--- src/rtl/track_cmd_scheduler_if.sv ---
// Signal bundle between the command decoders / player and track_cmd_scheduler.
// The master side drives commands and the ack; the scheduler is the slave.
interface track_cmd_scheduler_if;
    logic [2:0] BT_PREV;
    logic [2:0] BT_NEXT;
    logic       BT_UP;
    logic       BT_DOWN;
    logic       BTN_PREV;
    logic       BTN_NEXT;
    logic       BTN_UP;
    logic       BTN_DOWN;
    logic       LOAD_ACK;
    logic [2:0] TRACK;
    logic       LOAD_REQ;
    logic [3:0] VOLUME;
    logic       BUSY;

    modport master (
        output BT_PREV, BT_NEXT, BT_UP, BT_DOWN,
        output BTN_PREV, BTN_NEXT, BTN_UP, BTN_DOWN, LOAD_ACK,
        input  TRACK, LOAD_REQ, VOLUME, BUSY
    );

    modport slave (
        input  BT_PREV, BT_NEXT, BT_UP, BT_DOWN,
        input  BTN_PREV, BTN_NEXT, BTN_UP, BTN_DOWN, LOAD_ACK,
        output TRACK, LOAD_REQ, VOLUME, BUSY
    );
endinterface

--- src/rtl/track_cmd_scheduler.sv ---
// Arbitrates Bluetooth/button track steps into a four-phase load handshake and
// keeps a saturating volume level with hold-to-repeat.
module track_cmd_scheduler #(
    parameter int unsigned NUM_TRACKS  = 7,
    parameter int unsigned VOL_MAX     = 15,
    parameter int unsigned VOL_DEFAULT = 8,
    parameter int unsigned HOLD_CYCLES = 1_000_000
) (
    input logic                  CLK,
    input logic                  RST,
    track_cmd_scheduler_if.slave bus
);
    localparam int unsigned     RptW      = (HOLD_CYCLES > 2) ? $clog2(HOLD_CYCLES) : 1;
    localparam logic [2:0]      LastTrack = 3'(NUM_TRACKS - 1);
    localparam logic [3:0]      VolMax    = 4'(VOL_MAX);
    localparam logic [3:0]      VolDef    = 4'(VOL_DEFAULT);
    localparam logic [RptW-1:0] RptLast   = RptW'(HOLD_CYCLES - 1);

    typedef enum logic [1:0] {StIdle, StStep, StReq, StRelease} state_e;

    state_e          state_q, state_d;
    logic [5:0]      bt_hist_q;
    logic            btn_prev_hist_q, btn_next_hist_q, up_hist_q, dn_hist_q;
    logic            bt_vld_q, bt_vld_d, btn_vld_q, btn_vld_d;
    logic [3:0]      bt_step_q, bt_step_d, btn_step_q, btn_step_d;
    logic [2:0]      cnt_q, cnt_d, target_q, target_d, track_q, track_d;
    logic            dir_q, dir_d, load_req_q, load_req_d, busy_q, busy_d;
    logic [3:0]      vol_q, vol_d;
    logic [RptW-1:0] rpt_q, rpt_d;

    logic [5:0] bt_cur;
    logic       bt_evt, btn_evt, btn_rise_n, btn_rise_p, up, dn, fire;
    logic [3:0] bt_step, btn_step, take;
    logic       take_vld;
    logic [2:0] take_mag, target_step;

    // Steps are kept as 4-bit two's complement, range -7..+7.
    always_comb begin
        bt_cur     = {bus.BT_PREV, bus.BT_NEXT};
        bt_evt     = (bt_cur != 6'd0) && (bt_cur != bt_hist_q);
        bt_step    = {1'b0, bus.BT_NEXT} - {1'b0, bus.BT_PREV};
        btn_rise_n = bus.BTN_NEXT & ~btn_next_hist_q;
        btn_rise_p = bus.BTN_PREV & ~btn_prev_hist_q;
        btn_evt    = btn_rise_n | btn_rise_p;
        btn_step   = {3'b000, btn_rise_n} - {3'b000, btn_rise_p};
    end

    always_comb begin
        state_d    = state_q;
        bt_vld_d   = bt_vld_q;
        bt_step_d  = bt_step_q;
        btn_vld_d  = btn_vld_q;
        btn_step_d = btn_step_q;
        cnt_d      = cnt_q;
        dir_d      = dir_q;
        target_d   = target_q;
        track_d    = track_q;
        load_req_d = load_req_q;
        take       = 4'd0;
        take_vld   = 1'b0;
        take_mag   = 3'd0;
        if (dir_q) begin
            target_step = (target_q == 3'd0) ? LastTrack : target_q - 3'd1;
        end else begin
            target_step = (target_q == LastTrack) ? 3'd0 : target_q + 3'd1;
        end

        case (state_q)
            StIdle: begin
                if (bt_vld_q) begin
                    take     = bt_step_q;
                    take_vld = 1'b1;
                    bt_vld_d = 1'b0;
                end else if (btn_vld_q) begin
                    take      = btn_step_q;
                    take_vld  = 1'b1;
                    btn_vld_d = 1'b0;
                end
                take_mag = take[3] ? 3'(4'd0 - take) : take[2:0];
                if (take_vld && (take != 4'd0)) begin
                    state_d  = StStep;
                    cnt_d    = take_mag;
                    dir_d    = take[3];
                    target_d = track_q;
                end
            end
            StStep: begin
                target_d = target_step;
                cnt_d    = cnt_q - 3'd1;
                if (cnt_q == 3'd1) begin
                    state_d    = StReq;
                    track_d    = target_step;
                    load_req_d = 1'b1;
                end
            end
            StReq: begin
                if (bus.LOAD_ACK) begin
                    state_d    = StRelease;
                    load_req_d = 1'b0;
                end
            end
            StRelease: begin
                if (!bus.LOAD_ACK) state_d = StIdle;
            end
            default: state_d = StIdle;
        endcase

        // A fresh event wins over the slot being consumed in the same cycle.
        if (bt_evt) begin
            bt_vld_d  = 1'b1;
            bt_step_d = bt_step;
        end
        if (btn_evt) begin
            btn_vld_d  = 1'b1;
            btn_step_d = btn_step;
        end
        busy_d = (state_d != StIdle);
    end

    always_comb begin
        up    = bus.BT_UP | bus.BTN_UP;
        dn    = bus.BT_DOWN | bus.BTN_DOWN;
        vol_d = vol_q;
        rpt_d = '0;
        fire  = 1'b0;
        if (up != dn) begin
            if ((up && !up_hist_q) || (dn && !dn_hist_q)) begin
                fire = 1'b1;
            end else if (rpt_q == RptLast) begin
                fire = 1'b1;
            end else begin
                rpt_d = rpt_q + RptW'(1);
            end
        end
        if (fire && up && (vol_q < VolMax)) vol_d = vol_q + 4'd1;
        if (fire && dn && (vol_q > 4'd0))   vol_d = vol_q - 4'd1;
    end

    always_ff @(posedge CLK) begin
        if (RST) begin
            state_q    <= StIdle;
            bt_vld_q   <= 1'b0;
            bt_step_q  <= 4'd0;
            btn_vld_q  <= 1'b0;
            btn_step_q <= 4'd0;
            cnt_q      <= 3'd0;
            dir_q      <= 1'b0;
            target_q   <= 3'd0;
            track_q    <= 3'd0;
            load_req_q <= 1'b0;
            busy_q     <= 1'b0;
            vol_q      <= VolDef;
            rpt_q      <= '0;
        end else begin
            state_q    <= state_d;
            bt_vld_q   <= bt_vld_d;
            bt_step_q  <= bt_step_d;
            btn_vld_q  <= btn_vld_d;
            btn_step_q <= btn_step_d;
            cnt_q      <= cnt_d;
            dir_q      <= dir_d;
            target_q   <= target_d;
            track_q    <= track_d;
            load_req_q <= load_req_d;
            busy_q     <= busy_d;
            vol_q      <= vol_d;
            rpt_q      <= rpt_d;
        end
        // History follows the inputs in reset too, so held levels raise no events.
        bt_hist_q       <= bt_cur;
        btn_prev_hist_q <= bus.BTN_PREV;
        btn_next_hist_q <= bus.BTN_NEXT;
        up_hist_q       <= up;
        dn_hist_q       <= dn;
    end

    assign bus.TRACK    = track_q;
    assign bus.LOAD_REQ = load_req_q;
    assign bus.VOLUME   = vol_q;
    assign bus.BUSY     = busy_q;
endmodule

--- src/flat_wrapper.sv ---
// flat-port wrapper written by rule: the top's interface ports become plain ports
module track_cmd_scheduler_flat 
#(
    parameter int unsigned NUM_TRACKS  = 7,
    parameter int unsigned VOL_MAX     = 15,
    parameter int unsigned VOL_DEFAULT = 8,
    parameter int unsigned HOLD_CYCLES = 1_000_000
)
  (CLK, RST, bus_BT_PREV, bus_BT_NEXT, bus_BT_UP, bus_BT_DOWN, bus_BTN_PREV, bus_BTN_NEXT, bus_BTN_UP, bus_BTN_DOWN, bus_LOAD_ACK, bus_TRACK, bus_LOAD_REQ, bus_VOLUME, bus_BUSY);
  track_cmd_scheduler_if bus_i ();
  input logic CLK;
  input logic RST;
  input wire logic [$bits(bus_i.BT_PREV)-1:0] bus_BT_PREV;
  input wire logic [$bits(bus_i.BT_NEXT)-1:0] bus_BT_NEXT;
  input wire logic [$bits(bus_i.BT_UP)-1:0] bus_BT_UP;
  input wire logic [$bits(bus_i.BT_DOWN)-1:0] bus_BT_DOWN;
  input wire logic [$bits(bus_i.BTN_PREV)-1:0] bus_BTN_PREV;
  input wire logic [$bits(bus_i.BTN_NEXT)-1:0] bus_BTN_NEXT;
  input wire logic [$bits(bus_i.BTN_UP)-1:0] bus_BTN_UP;
  input wire logic [$bits(bus_i.BTN_DOWN)-1:0] bus_BTN_DOWN;
  input wire logic [$bits(bus_i.LOAD_ACK)-1:0] bus_LOAD_ACK;
  output wire logic [$bits(bus_i.TRACK)-1:0] bus_TRACK;
  output wire logic [$bits(bus_i.LOAD_REQ)-1:0] bus_LOAD_REQ;
  output wire logic [$bits(bus_i.VOLUME)-1:0] bus_VOLUME;
  output wire logic [$bits(bus_i.BUSY)-1:0] bus_BUSY;
  assign bus_i.BT_PREV = bus_BT_PREV;
  assign bus_i.BT_NEXT = bus_BT_NEXT;
  assign bus_i.BT_UP = bus_BT_UP;
  assign bus_i.BT_DOWN = bus_BT_DOWN;
  assign bus_i.BTN_PREV = bus_BTN_PREV;
  assign bus_i.BTN_NEXT = bus_BTN_NEXT;
  assign bus_i.BTN_UP = bus_BTN_UP;
  assign bus_i.BTN_DOWN = bus_BTN_DOWN;
  assign bus_i.LOAD_ACK = bus_LOAD_ACK;
  assign bus_TRACK = bus_i.TRACK;
  assign bus_LOAD_REQ = bus_i.LOAD_REQ;
  assign bus_VOLUME = bus_i.VOLUME;
  assign bus_BUSY = bus_i.BUSY;
  track_cmd_scheduler #(.NUM_TRACKS(NUM_TRACKS), .VOL_MAX(VOL_MAX), .VOL_DEFAULT(VOL_DEFAULT), .HOLD_CYCLES(HOLD_CYCLES)) u_core (.CLK(CLK), .RST(RST), .bus(bus_i));
endmodule
--- config.mk ---
export PLATFORM = sky130hd
export DESIGN_NAME = track_cmd_scheduler_flat
export DESIGN_NICKNAME = d
export VERILOG_FILES = /design/src/rtl/track_cmd_scheduler_if.sv /design/src/rtl/track_cmd_scheduler.sv /design/src/flat_wrapper.sv
export SDC_FILE = /design/constraint.sdc
export NUM_CORES = 1
export LEC_CHECK = 0
export ABC_AREA = 1
export CAP_MARGIN = 15
export CELL_PAD_IN_SITES_DETAIL_PLACEMENT = 2
export CELL_PAD_IN_SITES_GLOBAL_PLACEMENT = 2
export CORE_MARGIN = 8
export CORE_UTILIZATION = 37
export CTS_BUF_LIST = sky130_fd_sc_hd__clkbuf_8
export DETAILED_ROUTE_END_ITERATION = 16
export PLACE_DENSITY = 0.92
export SLEW_MARGIN = 40
export SYNTH_ARGS = -nofsm -noshare
export SYNTH_HDL_FRONTEND = slang
export SYNTH_SLANG_ARGS = --single-unit
export TNS_END_PERCENT = 10
--- constraint.sdc ---
create_clock -name CLK -period 4.4 [get_ports CLK]
set_input_delay 0.44 -clock CLK [delete_from_list [all_inputs] [get_ports CLK]]
set_output_delay 0.44 -clock CLK [all_outputs]
set_load 0.02 [all_outputs]
; ---- Word-level counts from Yosys, hierarchy flattened
; Index checks and enable logic that the tools add are counted.
[word_totals]
inputBits = 15
regBits = 58
wordCells = 108
[classes]
n_eq_ne = 12
n_lt_le_gt_ge = 2
bitwise = 8
n_addsub = 9
mux = 32
reduce_logical = 27
[ops]
columns = op, count
row1 = $add A20 B1 Y20 const B, 1
row2 = $eq A20 B20 Y1 const B, 1
row3 = $mux W4, 5
row4 = $mux W3, 6
row5 = $mux W1, 13
row6 = $pmux W3 S2, 2
row7 = $reduce_bool A2 Y1, 6
row8 = $logic_and A1 B1 Y1, 8
row9 = $mux W2, 4
row10 = $pmux W2 S4, 1
row11 = $reduce_and A2 Y1, 4
row12 = $ne A6 B6 Y1, 1
row13 = $reduce_bool A6 Y1, 1
row14 = $sub A3 B1 Y3 const B, 2
row15 = $add A4 B1 Y4 const B, 1
row16 = $eq A2 B2 Y1 const B, 2
row17 = $gt A4 B1 Y1 const B, 1
row18 = $lt A4 B4 Y1 const B, 1
row19 = $ne A2 B1 Y1 const B, 2
row20 = $ne A2 B2 Y1 const B, 2
row21 = $reduce_bool A4 Y1, 1
row22 = $reduce_or A4 Y1, 1
row23 = $sub A3 B3 Y4, 1
row24 = $sub A4 B1 Y4 const B, 1
row25 = other kinds (16), 22

; ---- Depth between registers and ports, before layout
; Gate-level depths: netlist of the first run.
[depth]
word_depth = 9
mapped_depth = 17

; ---- Least setup slack after synthesis of the first run
; No wires, ideal clock.
[synth_path]
path_kind = reg-to-reg
start = reg u_core.rpt_q[0]
end = reg u_core.vol_q[3] (netlist: u_core.bus.VOLUME[3])
setup_ps = 130
period_less_slack_ps = 2227
stages_incl_launch_ff = 17
setup_slack_ps = 2173
t_arrival_ps = 2097
path_cell_list = dfxtp_1 ha_1 nand3_2 nor2_1 nand3_1 nand2_2 nand3_1 inv_1 ha_1 nand2_1 nand2_1 nor2_1 nand3_1 nand2_1 nand3_1 nand2_1 nand3_1
[synth_between]
elab_chain_cells = 7
[synth_lines]
columns = element, line_no
row1 = from (decl), track_cmd_scheduler.sv:29  ; logic [RptW-1:0] rpt_q, rpt_d;
row2 = from (signal assigned), track_cmd_scheduler.sv:167  ; rpt_q <= rpt_d;
row3 = $eq A20 B20 Y1 (*), track_cmd_scheduler.sv:129  ; end else if (rpt_q == RptLast) begin
row4 = $mux W1 (*), track_cmd_scheduler.sv:129
row5 = $mux W1 (*), track_cmd_scheduler.sv:127  ; if ((up && !up_hist_q) || (dn && !dn_hist_q)) begin
row6 = $mux W1 (*), track_cmd_scheduler.sv:126  ; if (up != dn) begin
row7 = $logic_and A1 B1 Y1 (on tied branches) (2 in a row), "track_cmd_scheduler.sv:136, track_cmd_scheduler.sv:135"
row8 = $mux W4 or $reduce_bool A2 Y1 (tied branches), --
row9 = to (signal assigned), track_cmd_scheduler.sv:152  ; vol_q <= VolDef;
row10 = to (signal assigned), track_cmd_scheduler.sv:166  ; vol_q <= vol_d;
row11 = to (decl), track_cmd_scheduler.sv:28  ; logic [3:0] vol_q, vol_d;
; Mark *: on every way between the ends. The rest lies on a longest branch, timed or not.
; A chain may end at the register's enable or synchronous reset.

; ---- Worst setup path after layout of the first run
; Same ends and word-level chain as after synthesis.

==> results of run 1 <==
==> power by group <==
group | switching [mW] | internal [mW] | total (mW)
clock network | 0.173 | 0.107 | 0.279
logic | 0.197 | 0.111 | 0.308
registers | 0.0341 | 0.546 | 0.580
==> per-layer routing <==
layer,wire length [um],up-vias
met4,119,0
li1,-,1416
met3,149,8
met2,5250,26
met5,0,-
met1,3960,1423
==> final timing paths <==
kind | from | endpoint | depth (start not counted) | slack [ps]
min | u_core.bus.TRACK[0]$_SDFFE_PP0P_ | u_core.bus.TRACK[0]$_SDFFE_PP0P_ | 2 | 480
max | u_core.rpt_q[0]$_SDFF_PP0_ | u_core.bus.VOLUME[3]$_SDFFE_PP1P_ | 16 | 1630
max reg2reg | u_core.rpt_q[0]$_SDFF_PP0_ | u_core.bus.VOLUME[3]$_SDFFE_PP1P_ | 16 | 1630
min reg2reg | u_core.bus.TRACK[0]$_SDFFE_PP0P_ | u_core.bus.TRACK[0]$_SDFFE_PP0P_ | 2 | 480
==> through the flow <==
| stage | utilization | hold slack [ps] | cells |
|---|---|---|---|
| after detailed placement | 0.417 | 476 | 551 |
| after global placement | 0.417 | 461 | 551 |
| after floorplan | - | 446 | 428 |
| after global routing | 0.427 | 515 | 558 |
| final | 0.427 | 484 | 558 |
| after CTS | 0.427 | 492 | 558 |
==> registers in the layout, indices dropped and copies added, names as in the netlist <==
signal / count
u_core.bt_hist_q: 6
u_core.bt_step_q: 4
u_core.bt_vld_q: 1
u_core.btn_next_hist_q: 1
u_core.btn_prev_hist_q: 1
u_core.btn_step_q: 2
u_core.btn_vld_q: 1
u_core.bus.BUSY: 1
u_core.bus.LOAD_REQ: 1
u_core.bus.TRACK: 3
u_core.bus.VOLUME: 4
u_core.cnt_q: 3
u_core.dir_q: 1
u_core.dn_hist_q: 1
u_core.rpt_q: 20
u_core.state_q: 2
u_core.target_q: 3
u_core.up_hist_q: 1
==> synthesized netlist by cell type (2+ instances only) <==
| master | number |
|---|---|
| nand3_1 | 28 |
| nand4_1 | 10 |
| nand3b_1 | 4 |
| xnor2_1 | 4 |
| nor3_1 | 3 |
| nand2_2 | 4 |
| nand3_2 | 5 |
| a211oi_1 | 2 |
| inv_1 | 48 |
| a21oi_1 | 26 |
| nand2_1 | 91 |
| fa_1 | 2 |
| o31ai_1 | 2 |
| xor2_1 | 9 |
| ha_1 | 16 |
| nor2_4 | 3 |
| nor2_1 | 79 |
| dfxtp_1 | 56 |
| buf_2 | 3 |
| o21ai_0 | 15 |
| or2_2 | 5 |
==> final cells by class <==
class,count,area share
Multi-Input combinational cell,317,0.494
Inverter,50,0.0543
Timing Repair Buffer,23,0.0666
Clock inverter,2,0.00254
Tap cell,105,0.0380
Sequential cell,56,0.325
Clock buffer,5,0.0199
==> cell usage in the layout (no fill, tap or decap), types with 2 or more instances in the layout <==
| cell | instances |
|---|---|
| nand2_1 | 91 |
| nor2_1 | 79 |
| dfxtp_1 | 56 |
| inv_1 | 49 |
| nand3_1 | 27 |
| a21oi_1 | 26 |
| clkdlybuf4s50_1 | 23 |
| ha_1 | 16 |
| o21ai_0 | 15 |
| nand4_1 | 10 |
| xor2_1 | 9 |
| nand3_2 | 6 |
| or2_2 | 5 |
| clkbuf_8 | 5 |
| nand2_2 | 4 |
| xnor2_1 | 4 |
| nand3b_1 | 4 |
| nor3_1 | 3 |
| nor2_4 | 3 |
| a211oi_1 | 2 |
| o31ai_1 | 2 |
| fa_1 | 2 |
==> worst max-delay path: stages (launching register included) <==
cell	delay, ps
dfxtp_1	430
ha_1	310
nand3_2	170
nor2_1	140
nand3_1	150
nand2_2	190
nand3_1	140
inv_1	120
ha_1	280
nand2_1	110
nand2_1	60
nor2_1	100
nand3_1	80
nand2_1	100
nand3_1	90
nand2_1	90
nand3_1	80
==> logic make-up (layout without fill, tap and decap cells) <==
group | after synthesis | in the layout | share of synthesized area
and+or+nand+nor | 236 | 236 | 0.354
DFF | 56 | 56 | 0.369
buffers and inverters | 55 | 80 | 0.0705
AOI/OAI and AO/OA | 50 | 50 | 0.0902
adders and majority gates | 18 | 18 | 0.0791
xor gates and xnor gates | 13 | 13 | 0.0375
==> out/metrics.cfg, run 1 <==
[synthesis]
synth_edf_count=0
synth_area_um2=3040
synthTopCellsByArea=dfxtp_1 37%, nand2_1 11%, nor2_1 9.8%
synthDistinctLibCells=34
synth_fp_nets=461
yosysTopAreaCellShare=0.369
avgSynthCellArea_um2=7.10
synth_seq_cells=56
synth_flop_cell=dfxtp_1
yosysWarnings=0
yosysTopAreaCell=dfxtp_1
synthArstFlopShare=0
yosysSeqAreaShare=0.369
netlist_instances=428

[pwr]
powerDensity_nw_per_um2=338
power_leakage_nw=1.46
peakVddDrop_mv=0.139
p_total_mw=1.17

[final_layout]
diodes=0
syn_to_final_growth_pct=13.8
seqCellArea_um2=1120
nets=486
fill_cells=982
multiInputGateArea_um2=1710
fin_area_um2=3450
drive_above_1_share=0.0640

[critical_path]
arrival_ps=2960
end_kind=register
path_class=register to register
path_max_fanout=9
cp-start-kind=register
critPathRequiredTime_ps=4580

[route]
first_pass_iters=4
first_iter_violations=75
wl_per_cell_um=17.0
ant_nets=0
drc=0
avgViaCountPerCell=5.15
routed_wl_um=9480
dr_total_vias=2873

[cts]
post_cts_buffers=0
clock_path_buffers=2
cts_resized=0
clock-sinks=56
path_clk_slew_ps=100
cts-root-buf=clkbuf_8
clock_latency_ps=320
cts_hold_buf=0
cts_tree=built
cts_made_buffers=5
h-tree-depth=2

[placement]
dp_hpwl_um=7070
dp_worst_setup_slack_ps=1530
gp_congestion=0.782
portBuffers=23
place_area_um2=3380

[global_routing]
met2_usage=0.332
busiest_layer=met2
track_usage=0.172
grt_use_met1=0.190
grt_start_max_net_pins=21
gr-total-overflow=0
grtUsageMet3=0.0270
grt_pass1_wl_um=15900
grt_pass1_vias=3185
antenna_found_initial=0

[sta]
tightestPinTransition_ps=790
rsz0062_at_grt=false
fmax_mhz=361
clock_skew_ps=9.95
report.final.slew_viol_count=0
worst_slack_ps=1630
finalCritPeriodShare=0.630
period_needed_ps=2770
tns_ps=0
setup_violations=0
maxSlewHeadroom=0.472
hold_viol_final=0

[floorplan]
die_area_um2=11400
start_util=0.375
core_area_um2=8090
rows=33
die_h_um=107
die_w_um=107
num_io_pins=24

[min_path]
min_path_type=register to register

[run_status]
status=complete, no violations

[job]
maxCapViolCount=0

Note: power is estimated with default switching activity, not from simulation.
==> inputs of run 2 (changes only) <==
--- a/config.mk
+++ b/config.mk
@@ -10,10 +10,10 @@
 export CELL_PAD_IN_SITES_DETAIL_PLACEMENT = 2
 export CELL_PAD_IN_SITES_GLOBAL_PLACEMENT = 2
 export CORE_MARGIN = 8
-export CORE_UTILIZATION = 37
+export CORE_UTILIZATION = 31
 export CTS_BUF_LIST = sky130_fd_sc_hd__clkbuf_8
 export DETAILED_ROUTE_END_ITERATION = 16
-export PLACE_DENSITY = 0.92
+export PLACE_DENSITY = 0.83
 export SLEW_MARGIN = 40
 export SYNTH_ARGS = -nofsm -noshare
 export SYNTH_HDL_FRONTEND = slang
==> constraint.sdc (replaced) <==
create_clock -name CLK -period 2.4 [get_ports CLK]
set_input_delay 0.24 -clock CLK [delete_from_list [all_inputs] [get_ports CLK]]
set_output_delay 0.24 -clock CLK [all_outputs]
set_load 0.02 [all_outputs]
==> run 2 against run 1 <==
Net effect: routed wire length grew 1.4%; register-to-register slack lost 1400 ps; worst hold slack lost 98 ps; power grew 95%; clock skew shrank 2.1 ps; largest power group unchanged; die area grew 16%; highest routed layer unchanged.
==> out/metrics.cfg, run 2 (synthesis results as in run 1) <==
[critical_path]
timing.rr.start=u_core.rpt_q[4]$_SDFF_PP0_
path_class=register to register
r2r_cells=17
reg2reg_slack_ps=190
cp-start-kind=register
path_max_fanout=3
reg2reg_to=u_core.bus.VOLUME[3]$_SDFFE_PP1P_
arrival_ps=2410
end_kind=register
critPathRequiredTime_ps=2600

[pwr]
p_switching_uw=751
seqPwrFrac=0.464
p_sw_frac=0.330
power_leakage_nw=1.53
peakVddDrop_mv=0.262
power_frac_clock=0.283
p_int_mw=1.53
p_total_mw=2.28
p_comb_frac=0.253
powerDensity_nw_per_um2=622

[final_layout]
diodes=0
fin_cells=598
largest_reg_flops=20
reg.largest.list=u_core.rpt_q: 20 flops, u_core.bt_hist_q: 6 flops
final_common_cell=nand2_1
largest-register=u_core.rpt_q
nets=497
drive_above_1_share=0.118
fill_cells=1174
layout_common_cells=91 x nand2_1, 77 x nor2_1, 49 x dfxtp_1
syn_to_final_growth_pct=20.6

[cts]
clock_latency_ps=320
cts_made_buffers=5
path_clk_slew_ps=110
clock-sinks=56
cts_tree=built
clock_path_buffers=2
cts-root-buf=clkbuf_8
h-tree-depth=2

[route]
ant_nets=0
routed_wl_um=9610
first_pass_iters=4
dr_total_vias=2907
wl_per_cell_um=16.1
avgViaCountPerCell=4.86
drc=0
first_iter_violations=126

[global_routing]
grt_pass1_wl_um=15500
grt_pass1_vias=3238
antenna_found_initial=0
gr-total-overflow=0
grt_start_max_net_pins=21
track_usage=0.146

[placement]
dp_hpwl_um=7080
portBuffers=23
dp.cells=587
gp_congestion=0.758

[sta]
maxSlewHeadroom=0.622
report.final.slew_viol_count=0
fmax_mhz=453
clock_skew_ps=7.88
setup_violations=0
hold_viol_final=0
period_needed_ps=2210
finalCritPeriodShare=0.921
tightestPinTransition_ps=567

[floorplan]
die_h_um=115
die_area_um2=13200
num_io_pins=24
core_area_um2=9640
die_w_um=115
rows=36
start_util=0.315

[job]
maxCapViolCount=0

[min_path]
min-delay-start=bus_BTN_PREV
min_path_type=input pin to register
holdPathEnd=u_core.btn_prev_hist_q$_DFF_P_
hold_path_depth=1

[run_status]
status=complete, no violations

-- run 2: changes by cell type in the layout (fill, tap and decap cells not counted), moves of 2 or more --
cell | before | now
dfxtp_1 | 56 | 49
inv_1 | 49 | 47
nor2_1 | 79 | 77
ha_4 | 0 | 2
dfxtp_2 | 0 | 6
buf_4 | 0 | 11
ha_1 | 16 | 14
inv_2 | 1 | 3
-- run 2: worst max path at each step --
stage | start | end
floorplan | u_core.rpt_q[0]$_SDFF_PP0_ | u_core.bus.VOLUME[3]$_SDFFE_PP1P_
global placement | bus_BTN_UP | u_core.bus.VOLUME[3]$_SDFFE_PP1P_
detailed placement | bus_BTN_UP | u_core.bus.VOLUME[3]$_SDFFE_PP1P_
CTS | u_core.rpt_q[1]$_SDFF_PP0_ | u_core.bus.VOLUME[3]$_SDFFE_PP1P_
global route | u_core.rpt_q[4]$_SDFF_PP0_ | u_core.bus.VOLUME[3]$_SDFFE_PP1P_
finish | u_core.rpt_q[4]$_SDFF_PP0_ | u_core.bus.VOLUME[3]$_SDFFE_PP1P_
-- run 2: routing by layer --
metal,vias to the layer above,part of all wire,routed length [um],track usage
li1,1443,-,-,-
met1,1433,0.43,4090,0.155
met2,25,0.54,5230,0.289
met3,6,0.021,198,0.0252
met4,0,0.0099,95,0.0306
met5,-,0,0,0
-- run 2: area by class of cell --
| type | count | area, um^2 | share of cell area |
|---|---|---|---|
| Clock buffer | 5 | 68.8 | 0.0188 |
| Clock inverter | 3 | 38.8 | 0.0106 |
| Inverter | 50 | 188 | 0.0513 |
| Multi-Input combinational cell | 317 | 1750 | 0.479 |
| Sequential cell | 56 | 1130 | 0.309 |
| Tap cell | 133 | 166 | 0.0455 |
| Timing Repair Buffer | 34 | 313 | 0.0854 |
-- run 2: timing repair --
| action | 4_1_cts | 5_1_grt |
|---|---|---|
| hold buffers | 0 | 0 |
| pin swaps | 1 | 5 |
| gates resized for setup | 4 | 15 |
| setup buffers | 0 | 3 |
| setup endpoints to repair | 1 | 1 |
-- run 2: worst max-delay path, cell delays in order (launching register included) --
cell     delay [ps]
dfxtp_2         370
nand2_1         120
inv_1           110
nand2_1          80
nor2_2          150
nand3_2         120
nand2_2         100
nand3_2          90
inv_2            90
ha_1            240
nand2_1          90
nor2_1           40
nor2_1          100
nand3_1          70
nand2_1          90
nand3_1          90
nand2_1          70
nand3_1          60
-- run 2: through the flow --
step / worst slack [ps] / util / cell area [um^2] / hold slack, ps / setup TNS, ps
after global placement: 134 / 0.360 / 3470 / 457 / 0
after floorplan: 173 / - / 3040 / 268 / 0
after detailed placement: -100 / 0.360 / 3470 / 478 / -100
after global routing: -51.9 / 0.380 / 3660 / 373 / -51.9
final: 191 / 0.380 / 3660 / 386 / 0
after CTS: 28.6 / 0.372 / 3590 / 377 / 0
-- run 2: power groups by stage --
stage | Combinational [mW] | Clock (mW) | Sequential (mW)
6_report | 0.576 | 0.644 | 1.06
5_1_grt | 0.659 | 0.705 | 1.07
4_1_cts | 0.570 | 0.667 | 1.06
3_5_place_dp | 0.564 | 0 | 1.08
3_3_place_gp | 0.520 | 0 | 1.07
2_1_floorplan | 0.357 | 0 | 1.08
==> inputs of run 3 (changes only) <==
--- a/config.mk
+++ b/config.mk
@@ -10,10 +10,11 @@
 export CELL_PAD_IN_SITES_DETAIL_PLACEMENT = 2
 export CELL_PAD_IN_SITES_GLOBAL_PLACEMENT = 2
 export CORE_MARGIN = 8
-export CORE_UTILIZATION = 31
+export CORE_UTILIZATION = 34
 export CTS_BUF_LIST = sky130_fd_sc_hd__clkbuf_8
+export CTS_CLUSTER_DIAMETER = 60
 export DETAILED_ROUTE_END_ITERATION = 16
-export PLACE_DENSITY = 0.83
+export PLACE_DENSITY = 0.86
 export SLEW_MARGIN = 40
 export SYNTH_ARGS = -nofsm -noshare
 export SYNTH_HDL_FRONTEND = slang
==> constraint.sdc (replaced) <==
create_clock -name CLK -period 2.2 [get_ports CLK]
set_input_delay 0.22 -clock CLK [delete_from_list [all_inputs] [get_ports CLK]]
set_output_delay 0.22 -clock CLK [all_outputs]
set_load 0.02 [all_outputs]
==> run 3 against run 2 <==
Net effect: the run now ends with setup timing left; final cell count is 1.8% lower; routed wire length is 9.3% higher; sequential power is 9% higher; register-to-register slack worse by 190 ps; worst hold slack worse by 26 ps; cell area is 3.6% higher; core utilization is 5.7 points higher; critical path depth is 1 lower; combinational power is 12% higher; via count is 3.4% higher; first-iteration DRC count is 41% lower; worst setup slack worse by 190 ps.
==> out/metrics.cfg, run 3 (synthesis results as in run 1) <==
[cts]
h-tree-depth=2
clock-sinks=56
clock_latency_ps=320
clock_path_buffers=2
path_clk_slew_ps=120
cts-root-buf=clkbuf_8
cts_tree=built
cts_made_buffers=5

[pwr]
p_sw_frac=0.326
p_total_mw=2.54
power_frac_clock=0.291
p_comb_frac=0.253
powerDensity_nw_per_um2=670
p_switching_uw=829
power_leakage_nw=1.61
p_int_mw=1.71
peakVddDrop_mv=0.282
seqPwrFrac=0.456

[route]
wl_per_cell_um=17.9
first_pass_iters=5
avgViaCountPerCell=5.12
drc=0
dr_total_vias=3007
ant_nets=0
first_iter_violations=74
routed_wl_um=10500

[run_status]
violations=setup timing
status=complete, but fails checks

[sta]
tightestPinTransition_ps=452
tns_ps=-0.748
fmax_mhz=454
maxSlewHeadroom=0.698
clock_skew_ps=19.9
period_needed_ps=2200
hold_viol_final=0
finalCritPeriodShare=1.00
worst_slack_ps=-0.748
setup_violations=1
rsz0062_at_grt=true
report.final.slew_viol_count=0
fin_hold_ws_ps=360

[min_path]
min_path_type=input pin to register
min-delay-start=bus_BTN_NEXT

[placement]
dp_worst_setup_slack_ps=-316
portBuffers=23
dp_hpwl_um=7340
place_area_um2=3520
gp_congestion=0.769
dp.cells=571

[final_layout]
multiInputGateArea_um2=1800
diodes=0
fin_cells=587
nets=511
fill_cells=1065
largest-register=u_core.rpt_q
drive_above_1_share=0.167
final_common_cell=nand2_1
fin_area_um2=3790
largest_reg_flops=20
reg.largest.list=u_core.rpt_q: 20 flops, u_core.bt_hist_q: 6 flops
syn_to_final_growth_pct=24.9
final_core_util=0.437
seqCellArea_um2=1130
layout_common_cells=87 x nand2_1, 74 x nor2_1, 48 x dfxtp_1

[global_routing]
grt_pass1_wl_um=16500
gr-total-overflow=0
track_usage=0.160
grt_pass1_vias=3433
antenna_found_initial=0
grt_start_max_net_pins=18

[critical_path]
timing.rr.start=u_core.rpt_q[0]$_SDFF_PP0_
cp-start-kind=register
end_kind=register
reg2reg_slack_ps=-0.7
reg2reg_to=u_core.bus.VOLUME[3]$_SDFFE_PP1P_
critPathRequiredTime_ps=2410
arrival_ps=2410
r2r_cells=16
crit_path_end=u_core.bus.VOLUME[3]$_SDFFE_PP1P_
startpoint=u_core.rpt_q[0]$_SDFF_PP0_
path_class=register to register
path_max_fanout=4

[floorplan]
rows=34
core_area_um2=8680
num_io_pins=24
die_area_um2=12200
die_h_um=111
start_util=0.350
die_w_um=111

[job]
maxCapViolCount=0

[run 3: cell types whose count changed in the layout (fill, tap and decap cells not counted), sizes merged]
| cell | previous run | this run |
|---|---|---|
| buf | 11 | 25 |
| inv | 50 | 49 |
| clkbuf | 5 | 6 |
[run 3: worst max-delay path: stages (launching register included)]
cell and delay [ps]:
dfxtp_2 380, ha_4 170, nand3_4 100, nor2_4 130, nand3_2 110, nand2_2 90
nand3_2 90, inv_2 120, ha_4 180, nand2_4 70, buf_4 130, nand3_1 70
nand2_1 90, nand2_1 90, nand3_1 80, nand2_1 100, nand3_1 70
[run 3: how the worst min path moves through the flow]
| stage | slack, ps | to | depth (start not counted) |
|---|---|---|---|
| CTS | 360 | u_core.btn_next_hist_q$_DFF_P_ | 1 |
| global route | 360 | u_core.btn_next_hist_q$_DFF_P_ | 1 |
| global placement | 460 | u_core.rpt_q[19]$_SDFF_PP0_ | 2 |
| floorplan | 250 | u_core.bt_hist_q[0]$_DFF_P_ | 0 |
| detailed placement | 480 | u_core.rpt_q[17]$_SDFF_PP0_ | 2 |
| finish | 360 | u_core.btn_next_hist_q$_DFF_P_ | 1 |
[run 3: power groups by stage]
| stage | registers, mW | clock network (mW) | logic, mW |
|---|---|---|---|
| 5_1_grt | 1.17 | 0.790 | 0.727 |
| 4_1_cts | 1.16 | 0.754 | 0.643 |
| 2_1_floorplan | 1.18 | 0 | 0.390 |
| 3_3_place_gp | 1.17 | 0 | 0.576 |
| 6_report | 1.16 | 0.741 | 0.643 |
| 3_5_place_dp | 1.18 | 0 | 0.627 |
[run 3: routing by layer]
| metal | wire length [um] | track usage | part of all wire | vias up |
|---|---|---|---|---|
| met3 | 216 | 0.0238 | 0.021 | 17 |
| met5 | 0 | 0 | 0 | - |
| met2 | 5680 | 0.301 | 0.54 | 37 |
| met4 | 210 | 0.0486 | 0.020 | 0 |
| met1 | 4400 | 0.178 | 0.42 | 1488 |
| li1 | - | - | - | 1465 |
[run 3: cell type report]
type,count,share of cell area
Multi-Input combinational cell,317,0.474
Sequential cell,56,0.298
Timing Repair Buffer,48,0.110
Inverter,50,0.0495
Tap cell,108,0.0356
Clock buffer,6,0.0218
Clock inverter,2,0.0102
[run 3: repair_timing]
action                     in CTS  in global routing
pin swaps                       4                 12
setup endpoints to repair       2                  2
hold buffers                    0                  0
resized for setup              15                 13
setup buffers                   5                  3
hold endpoints to repair        0                  0
